==> src/rtl/prefetch_ctrl64_pkg.sv <==
// Shared types and constants for the 64-bit instruction prefetch controller.
package prefetch_ctrl64_pkg;

  typedef enum logic [1:0] {
    IDLE           = 2'd0,
    WAIT_GNT       = 2'd1,
    WAIT_GNT_STALE = 2'd2
  } pf_state_e;

  localparam int unsigned FETCH_BEAT_BYTES = 8;

  function automatic logic [31:0] next_beat(input logic [31:0] addr);
    return addr + 32'(FETCH_BEAT_BYTES);
  endfunction

endpackage

==> src/rtl/prefetch_ctrl64_outstanding_trk.sv <==
// In-order slot shift register for granted-but-unanswered fetches: occupancy,
// discard mark, beat address and alignment, with slot 0 always the oldest.
module pf_outstanding_trk
  import prefetch_ctrl64_pkg::*;
#(
  parameter int unsigned NUM_REQS = 2
) (
  input  logic                clk_i,
  input  logic                rst_i,
  input  logic                push_i,
  input  logic                push_discard_i,
  input  logic [31:0]         push_addr_i,
  input  logic                push_align_i,
  input  logic                rvalid_i,
  input  logic                flush_i,
  output logic [NUM_REQS-1:0] outstanding_o,
  output logic [NUM_REQS-1:0] discard_o,
  output logic [31:0]         head_addr_o,
  output logic                head_align_o
);

  logic [NUM_REQS-1:0] out_q, out_d;
  logic [NUM_REQS-1:0] dis_q, dis_d;
  logic [31:0]         addr_q [NUM_REQS];
  logic [31:0]         addr_d [NUM_REQS];
  logic                algn_q [NUM_REQS];
  logic                algn_d [NUM_REQS];
  logic                pop;
  logic                placed;

  // A response with nothing outstanding is dropped instead of popping.
  assign pop = rvalid_i & out_q[0];

  always_comb begin
    out_d  = out_q;
    dis_d  = dis_q | ({NUM_REQS{flush_i}} & out_q);
    addr_d = addr_q;
    algn_d = algn_q;
    placed = 1'b0;
    if (pop) begin
      for (int i = 0; i < NUM_REQS - 1; i++) begin
        out_d[i]  = out_d[i+1];
        dis_d[i]  = dis_d[i+1];
        addr_d[i] = addr_d[i+1];
        algn_d[i] = algn_d[i+1];
      end
      out_d[NUM_REQS-1] = 1'b0;
      dis_d[NUM_REQS-1] = 1'b0;
    end
    // New grant lands in the lowest slot left free after any pop.
    if (push_i) begin
      for (int i = 0; i < NUM_REQS; i++) begin
        if (!out_d[i] && !placed) begin
          out_d[i]  = 1'b1;
          dis_d[i]  = push_discard_i;
          addr_d[i] = push_addr_i;
          algn_d[i] = push_align_i;
          placed    = 1'b1;
        end
      end
    end
  end

  always_ff @(posedge clk_i) begin
    if (rst_i) begin
      out_q <= '0;
      dis_q <= '0;
      for (int i = 0; i < NUM_REQS; i++) begin
        addr_q[i] <= '0;
        algn_q[i] <= 1'b1;
      end
    end else begin
      out_q  <= out_d;
      dis_q  <= dis_d;
      addr_q <= addr_d;
      algn_q <= algn_d;
    end
  end

  assign outstanding_o = out_q;
  assign discard_o     = dis_q;
  assign head_addr_o   = addr_q[0];
  assign head_align_o  = algn_q[0];

  rvalid_needs_outstanding: assert property (
    @(posedge clk_i) disable iff (rst_i) rvalid_i |-> out_q[0]
  );

endmodule

==> src/rtl/prefetch_ctrl64.sv <==
// Instruction prefetch sequencer: walks the fetch pointer in 8-byte beats,
// runs the bus request/grant handshake and feeds in-order responses to the FIFO.
module prefetch_ctrl64
  import prefetch_ctrl64_pkg::*;
#(
  parameter int unsigned NUM_REQS       = 2,
  parameter bit          UnalignedFetch = 1'b1
) (
  input  logic                clk_i,
  input  logic                rst_i,
  input  logic                req_i,
  input  logic                branch_i,
  input  logic [31:0]         branch_addr_i,
  output logic                instr_req_o,
  input  logic                instr_gnt_i,
  output logic [31:0]         instr_addr_o,
  input  logic                instr_rvalid_i,
  input  logic [63:0]         instr_rdata_i,
  input  logic                instr_err_i,
  output logic                fifo_clear_o,
  input  logic [NUM_REQS-1:0] fifo_busy_i,
  output logic                fifo_valid_o,
  output logic [31:0]         fifo_addr_o,
  output logic [63:0]         fifo_rdata_o,
  output logic                fifo_err_o,
  output logic                fifo_align64_o,
  output logic                busy_o
);

  // Bus handshake: a request transfers on any cycle with instr_req_o & instr_gnt_i;
  // once raised, instr_req_o and instr_addr_o stay fixed until that grant.
  // Responses arrive in grant order, one beat per instr_rvalid_i.

  pf_state_e state_q, state_d;
  logic [31:0] ptr_q, ptr_d;
  logic [31:0] addr_q, addr_d;
  logic [31:0] base_q, base_d;
  logic        align_q, align_d;

  logic [31:0]         redir_base;
  logic                redir_align;
  logic [NUM_REQS-1:0] outstanding, discard, live_rev;
  logic [31:0]         head_addr;
  logic                head_align;
  logic                fifo_ready, eligible;
  logic                req_c, push, push_discard;
  logic [31:0]         addr_c;

  assign redir_base  = UnalignedFetch ? {branch_addr_i[31:2], 2'b00} : {branch_addr_i[31:3], 3'b000};
  assign redir_align = UnalignedFetch ? ~branch_addr_i[2] : 1'b1;

  always_comb begin
    for (int i = 0; i < NUM_REQS; i++) begin
      live_rev[i] = outstanding[NUM_REQS-1-i] & ~discard[NUM_REQS-1-i];
    end
  end

  assign fifo_ready = branch_i | ~&(fifo_busy_i | live_rev);
  assign eligible   = req_i & ~outstanding[NUM_REQS-1] & fifo_ready;

  always_comb begin
    state_d      = state_q;
    ptr_d        = ptr_q;
    addr_d       = addr_q;
    base_d       = base_q;
    align_d      = branch_i ? redir_align : align_q;
    req_c        = 1'b0;
    addr_c       = addr_q;
    push_discard = 1'b0;
    unique case (state_q)
      IDLE: begin
        // A request issued during the redirect cycle already targets the new base.
        req_c  = eligible;
        addr_c = branch_i ? redir_base : ptr_q;
        if (branch_i) ptr_d = redir_base;
        if (eligible) begin
          addr_d = addr_c;
          if (instr_gnt_i) ptr_d = next_beat(addr_c);
          else             state_d = WAIT_GNT;
        end
      end
      WAIT_GNT: begin
        req_c = 1'b1;
        if (instr_gnt_i) begin
          state_d = IDLE;
          if (branch_i) begin
            push_discard = 1'b1;
            ptr_d        = redir_base;
          end else begin
            ptr_d = next_beat(addr_q);
          end
        end else if (branch_i) begin
          base_d  = redir_base;
          state_d = WAIT_GNT_STALE;
        end
      end
      WAIT_GNT_STALE: begin
        // The pending address is obsolete but must still be completed on the bus.
        req_c = 1'b1;
        if (branch_i) base_d = redir_base;
        if (instr_gnt_i) begin
          push_discard = 1'b1;
          state_d      = IDLE;
          ptr_d        = branch_i ? redir_base : base_q;
        end
      end
      default: state_d = IDLE;
    endcase
    if (rst_i) req_c = 1'b0;
  end

  always_ff @(posedge clk_i) begin
    if (rst_i) begin
      state_q <= IDLE;
      ptr_q   <= '0;
      addr_q  <= '0;
      base_q  <= '0;
      align_q <= 1'b1;
    end else begin
      state_q <= state_d;
      ptr_q   <= ptr_d;
      addr_q  <= addr_d;
      base_q  <= base_d;
      align_q <= align_d;
    end
  end

  assign push = req_c & instr_gnt_i;

  pf_outstanding_trk #(.NUM_REQS(NUM_REQS)) u_trk (
    .clk_i          (clk_i),
    .rst_i          (rst_i),
    .push_i         (push),
    .push_discard_i (push_discard),
    .push_addr_i    (addr_c),
    .push_align_i   (align_d),
    .rvalid_i       (instr_rvalid_i),
    .flush_i        (branch_i),
    .outstanding_o  (outstanding),
    .discard_o      (discard),
    .head_addr_o    (head_addr),
    .head_align_o   (head_align)
  );

  assign instr_req_o    = req_c;
  assign instr_addr_o   = addr_c;
  assign fifo_clear_o   = branch_i;
  assign fifo_valid_o   = instr_rvalid_i & outstanding[0] & ~discard[0] & ~branch_i & ~rst_i;
  assign fifo_addr_o    = branch_i ? branch_addr_i : head_addr;
  assign fifo_rdata_o   = instr_rdata_i;
  assign fifo_err_o     = instr_err_i;
  assign fifo_align64_o = head_align;
  assign busy_o         = (|outstanding) | req_c;

endmodule

==> config.mk <==
export PLATFORM = sky130hd
export DESIGN_NAME = prefetch_ctrl64
export DESIGN_NICKNAME = d
export VERILOG_FILES = /design/src/rtl/prefetch_ctrl64_pkg.sv /design/src/rtl/prefetch_ctrl64_outstanding_trk.sv /design/src/rtl/prefetch_ctrl64.sv
export SDC_FILE = /design/constraint.sdc
export NUM_CORES = 1
export LEC_CHECK = 0
export CAP_MARGIN = 20
export CORE_AREA = 8 8 169 171
export DETAILED_ROUTE_END_ITERATION = 10
export DIE_AREA = 0 0 177 179
export HOLD_SLACK_MARGIN = 0.08
export PLACE_DENSITY = 0.65
export SLEW_MARGIN = 0
export SYNTH_ARGS = -nofsm -noshare
export SYNTH_HDL_FRONTEND = slang
export SYNTH_SLANG_ARGS = --single-unit
==> constraint.sdc <==
create_clock -name clk_i -period 7.4 [get_ports clk_i]
set_input_delay 1.48 -clock clk_i [delete_from_list [all_inputs] [get_ports clk_i]]
set_output_delay 1.48 -clock clk_i [all_outputs]
set_load 0.005 [all_outputs]
; Word level (Yosys, flattened, before mapping)
; Cells that the tools add are included.
[totals]
output_inout_bits = 134
regBits = 169
word_cells = 98
[classes]
eq_ne = 8
n_addsub = 2
bitwise = 20
n_reduce_logical = 15
n_mux = 42
[op_table]
columns = operator, n
row1 = 32-bit two-way mux, 13
row2 = 32-bit one-hot mux with 3 select lines, 1
row3 = "32-bit by 4-bit adder with 32-bit output, second input constant", 2
row4 = 64-bit two-way mux, 1
row5 = 32-bit one-hot mux with 2 select lines, 1
row6 = 2-bit two-way mux, 10
row7 = 1-bit two-way mux, 13
row8 = "2-bit inequality test, second input constant", 5
row9 = 1-bit AND, 9
row10 = 2-bit AND reduction, 4
row11 = 1-bit inverter, 6
row12 = 2-bit one-hot mux with 3 select lines, 1
row13 = 2-bit bitwise OR, 2
row14 = 1-bit one-hot mux with 2 select lines, 2
row15 = 4-bit AND reduction, 1
row16 = 2-bit OR reduction, 2
row17 = 1-bit logical NOT, 3
row18 = "3-bit inequality test, second input constant", 1
row19 = 3-bit AND reduction, 1
row20 = 3-bit nonzero test, 1
row21 = 2-bit AND, 1
row22 = "2-bit by 1-bit == test with 1-bit output, second input constant", 1
row23 = "2-bit == test, second input constant", 1
row24 = 2-bit logical NOT, 1
row25 = 3 further kinds, 4

; Depth between registers and ports, before layout
[logic_depth]
ltp_word = 15
mapped_depth = 12
mapped_depth_nobuf = 10

; Modules after synthesis
; A second synthesis with hierarchy kept.
[hier_totals]
cells_unflattened = 1315
hier_area_um2 = 10278.6
[by_module_without_submodules]
columns = module, area_each_um2, cells_each, seq_area_each_um2, instances
row1 = prefetch_ctrl64, 7295.7, 929, 1981.9, 1
row2 = pf_outstanding_trk, 2982.9, 386, 1401.3, 1

; Worst setup path before layout
; No wires, ideal clock.
[synth_path]
path_kind = input port to output port
start = input port branch_i
end = output port fifo_addr_o[23]
required_ns = 5.920
cell_stages = 8
path_slack_ns = 2.996
arrival_ns = 2.924
path_cell_list = buf_6 > buf_6 > buf_6 > buf_6 > buf_4 > buf_2 > buf_2 > mux2_2
[synth_between]
elab_chain_cells = 1
[synth_rtl]
columns = item, line_no
row1 = from (decl), prefetch_ctrl64.sv:12  ; input logic branch_i,
row2 = 32-bit two-way mux, prefetch_ctrl64.sv:149  ; assign fifo_addr_o = branch_i ? branch_addr_i : head_addr;
row3 = to (decl), prefetch_ctrl64.sv:23  ; output logic [31:0] fifo_addr_o,
; Every way passes these cells.

; Worst setup path after layout
[layout_path]
start = input port branch_i
end = output port busy_o
[layout_between]
elab_chain_cells = 5
[layout_rtl]
columns = item, line_no
row1 = 1-bit bitwise OR, prefetch_ctrl64.sv:58  ; assign fifo_ready = branch_i | ~&(fifo_busy_i | live_rev);
row2 = 1-bit AND, prefetch_ctrl64.sv:59  ; assign eligible = req_i & ~outstanding[NUM_REQS-1] & fifo_ready;
row3 = 1-bit one-hot mux with 2 select lines, prefetch_ctrl64.sv:70  ; unique case (state_q)
row4 = 1-bit two-way mux, prefetch_ctrl64.sv:109  ; if (rst_i) req_c = 1'b0;
row5 = 1-bit bitwise OR, prefetch_ctrl64.sv:153  ; assign busy_o = (|outstanding) | req_c;
row6 = to (decl), prefetch_ctrl64.sv:27  ; output logic busy_o
; Every way passes these cells.

==> summary.md <==
| Metric | Value |
|---|---|
| Yosys cell types | `77` |
| Gr ovfl total | `0` |
| Final net count | `1,358` |
| Pwr Density | `365.7 nW/um^2` |
| CTS Buf Count | `17` |
| P&R area growth vs syn | `13.01%` |
| Die W | `177 um` |
| Synth warn | `0` |
| Initial core utilization | `0.3928` |
| Crit share post-route | `0.7404` |
| H-tree level count | `4` |
| Synth Area in Compound Gates | `0.2030` |
| Synth area leader | `dfxtp_1` |
| Async S/R FF share, synth | `0` |
| Post-CTS resize count | `0` |
| Critical Path Slowest Stage Cell | `buf_4` |
| Run status | `complete, no violations` |
| CP Launch Type | `primary input` |
| Top_reg_cell synth | `dfxtp_1` |
| Setup violators final | `0` |
| Antenna Nets Post-Route | `0` |
| Synthesized area | `10,120 sq um` |
| Die area | `31,680 sq um` |
| Critical path class | `in2out` |
| Num ports | `239` |
| CTS tree | `yes` |
| Slew HR | `0.3576` |
| Post-synthesis mux area share | `0.09446` |
| Max incr delay on CP | `0.51 ns` |
| First-pass GRT wire length | `50.47 mm` |
| Die Span Y | `179 um` |
| Worst path required time | `5.92 ns` |
| CTS Sinks | `169` |
| Cells after Synth | `1,262` |
| GPL Wtd Cong | `0.8425` |
| Hpwl dp | `21.65 mm` |
| RSZ-0062 raised after global routing | `no` |
| Post-CTS Setup Repair Bufs | `0` |
| Slew of the pin with the lowest slew margin | `0.9616 ns` |
| CTS Buffer Depth | `2` |
| GRT Util Overall | `0.2007` |
| # rows | `59` |
| Seq/Total Area, Yosys | `0.3343` |
| Clock-pin slew on the worst setup and hold paths | `0.07 ns` |
| # DRC | `0` |
| Initial antenna violation count | `0` |
| Max-slew violations | `0` |
| Routed wire length | `32.07 mm` |
| Worst Hold Class | `reg2reg` |
| Post-Synth Adder-Cell Area | `0.008655` |
| Achievable frequency | `182.5 MHz` |
| Via count | `9,052` |
| Worst Setup End Kind | `output pin` |
| XOR/XNOR Fraction of Synth Area | `0.04587` |
| Drt pass-1 iters | `5` |
| Largest net degree at the start of global routing | `92` |
| Post-synth EDFFs | `0` |
| Crit-path max FO | `38` |
| 1st-iter DRT viols | `779` |
| Post-synth top cells | `dfxtp_1 (169), nand2_1 (167), nor2_1 (165)` |
| IO buf count | `108` |
| Syn_area_per_cell | `8.019 sq um` |
| Share of cells above drive strength 1 | `0.08896` |
| Final min period | `5.479 ns` |
| Lkg Pwr | `4.033 nW` |
| Largest family of logic cells by synthesized area | `simple AND/OR/NAND/NOR gates` |
| # Max-Cap Violations | `0` |
| Clk root buf | `clkbuf_16` |
| Syn nets | `1,374` |
| Share of the synthesized area in the top cell type | `0.3343` |
| Synthesized flop and latch total | `169` |
| Avg WL per Cell | `20.12 um` |
| Simple-gate portion of the synthesized area | `0.2057` |
| Vias in the first global route | `8,887` |
| CP dominant cell by count | `buf_4` |
| Critical path, cell by cell | `buf_4 -> inv_2 -> o211ai_1 -> buf_4 -> and3_2 -> nor2_1 -> nor3_1 -> or3_1 -> clkdlybuf4s50_1` |
| CORE AREA | `25,760 sq um` |
| Setup TNS | `0 ns` |
| N_diodes | `0` |
| Worst vdd ir | `0.2683 mV` |
| Hold Buf Count CTS | `0` |
| Final core occ | `0.4439` |
| Worst EP arrival | `4.00 ns` |
| Worst hold slack | `0.4555 ns` |
| Clock Latency Late Sink | `0.44 ns` |
| Reg2reg path depth | `10` |
| Most common cell in the netlist | `dfxtp_1` |
| Final hold violations | `0` |
| Vias per inst | `5.679` |
| Hold Path Depth | `2` |
| Synth area leaders | `dfxtp_1 (33%), nand2_1 (6.2%), nor2_1 (6.1%), mux2i_1 (6.0%), buf_4 (5.2%)` |
| Worst Skew | `0.01057 ns` |
[per-layer routing]
layer  track usage  vias to the layer above  part of all wire
li1              -                     4344                 -
met1        0.2782                     4323              0.48
met2        0.3022                      325              0.44
met3       0.03770                       60             0.066
met4       0.07881                        0             0.023
met5             0                        -                 0
[cells in the final DEF, fill, tap and decap left out, types with 5 or more instances in the layout]
master / netlist / final
ha_1: 7 / 6
nor2b_1: 8 / 8
a221oi_1: 8 / 8
mux2_2: 25 / 25
clkinv_4: 0 / 5
buf_4: 70 / 22
xor2_1: 35 / 35
a311oi_1: 32 / 32
inv_1: 32 / 32
a21oi_1: 87 / 87
a221o_1: 8 / 8
nor4_1: 5 / 5
inv_6: 0 / 5
clkdlybuf4s50_1: 0 / 106
mux2i_1: 61 / 61
a211oi_1: 39 / 39
or3_1: 5 / 5
nand4_1: 14 / 14
nor3_1: 16 / 16
and3_1: 6 / 5
nand3_1: 27 / 27
nor2_1: 165 / 165
nand2_1: 167 / 167
clkbuf_16: 0 / 17
o22a_1: 6 / 6
o21ai_0: 50 / 50
xnor2_1: 18 / 18
a22oi_1: 13 / 13
dfxtp_1: 169 / 169
[worst paths after layout]
check                               start                endpoint  slack, ns
setup / recovery                 branch_i                  busy_o       1.92
hold / removal     ptr_q[13]$_SDFFE_PP0P_  ptr_q[13]$_SDFFE_PP0P_       0.46
setup reg to reg  state_q[0]$_SDFFE_PP0P_  ptr_q[27]$_SDFFE_PP0P_       4.09
hold reg to reg    ptr_q[13]$_SDFFE_PP0P_  ptr_q[13]$_SDFFE_PP0P_       0.46
[state kept, by name (all words and copies together), names as in the netlist]
register and flops:
addr_q 32, base_q 32, ptr_q 32, u_trk.addr_q 32, u_trk.head_addr_o 32, state_q 2, u_trk.discard_o 2, u_trk.outstanding_o 2
align_q 1, u_trk.algn_q 1, u_trk.head_align_o 1
[cells by family after synthesis]
kind of cell               after synthesis
xor gates and xnor gates                53
DFF                                    169
adders and majority gates                7
muxes                                   90
AOI/OAI and AO/OA                      294
and+or+nand+nor                        451
buffers and inverters                  198
[cell type report]
type / count / area, sq um
fillers: 2485 / 14330
multi-input cells: 895 / 5658
flip-flops and latches: 169 / 3383
repair buffers: 129 / 1246
clock buffers: 19 / 442.9
well taps: 335 / 419.2
clock inverters: 13 / 158.9
inverters: 34 / 127.6
[power breakdown]
group | switching [mW] | internal [mW]
Clock | 0.413 | 0.517
Combinational | 1.16 | 0.811
Sequential | 0.176 | 1.10
[through the flow]
| stage | setup WS, ns | cell area, sq um | power (mW) | cells |
|---|---|---|---|---|
| global placement | 1.978 | 10830 | 3.230 | 1562 |
| finish | 1.921 | 11440 | 4.182 | 1594 |
| floorplan | 2.996 | 10120 | 2.453 | 1262 |
| CTS | 1.955 | 11440 | 4.188 | 1594 |
| global route | 1.774 | 11440 | 4.434 | 1594 |
| detailed placement | 1.981 | 10830 | 3.252 | 1562 |
[worst max-delay path: cells and delay by family]
kind / cells / cell delay, ns
AOI/OAI and AO/OA: 1 / 0.18
buffers and inverters: 4 / 1.55
and+or+nand+nor: 4 / 0.74
Note: power is estimated with default switching activity, not from simulation.
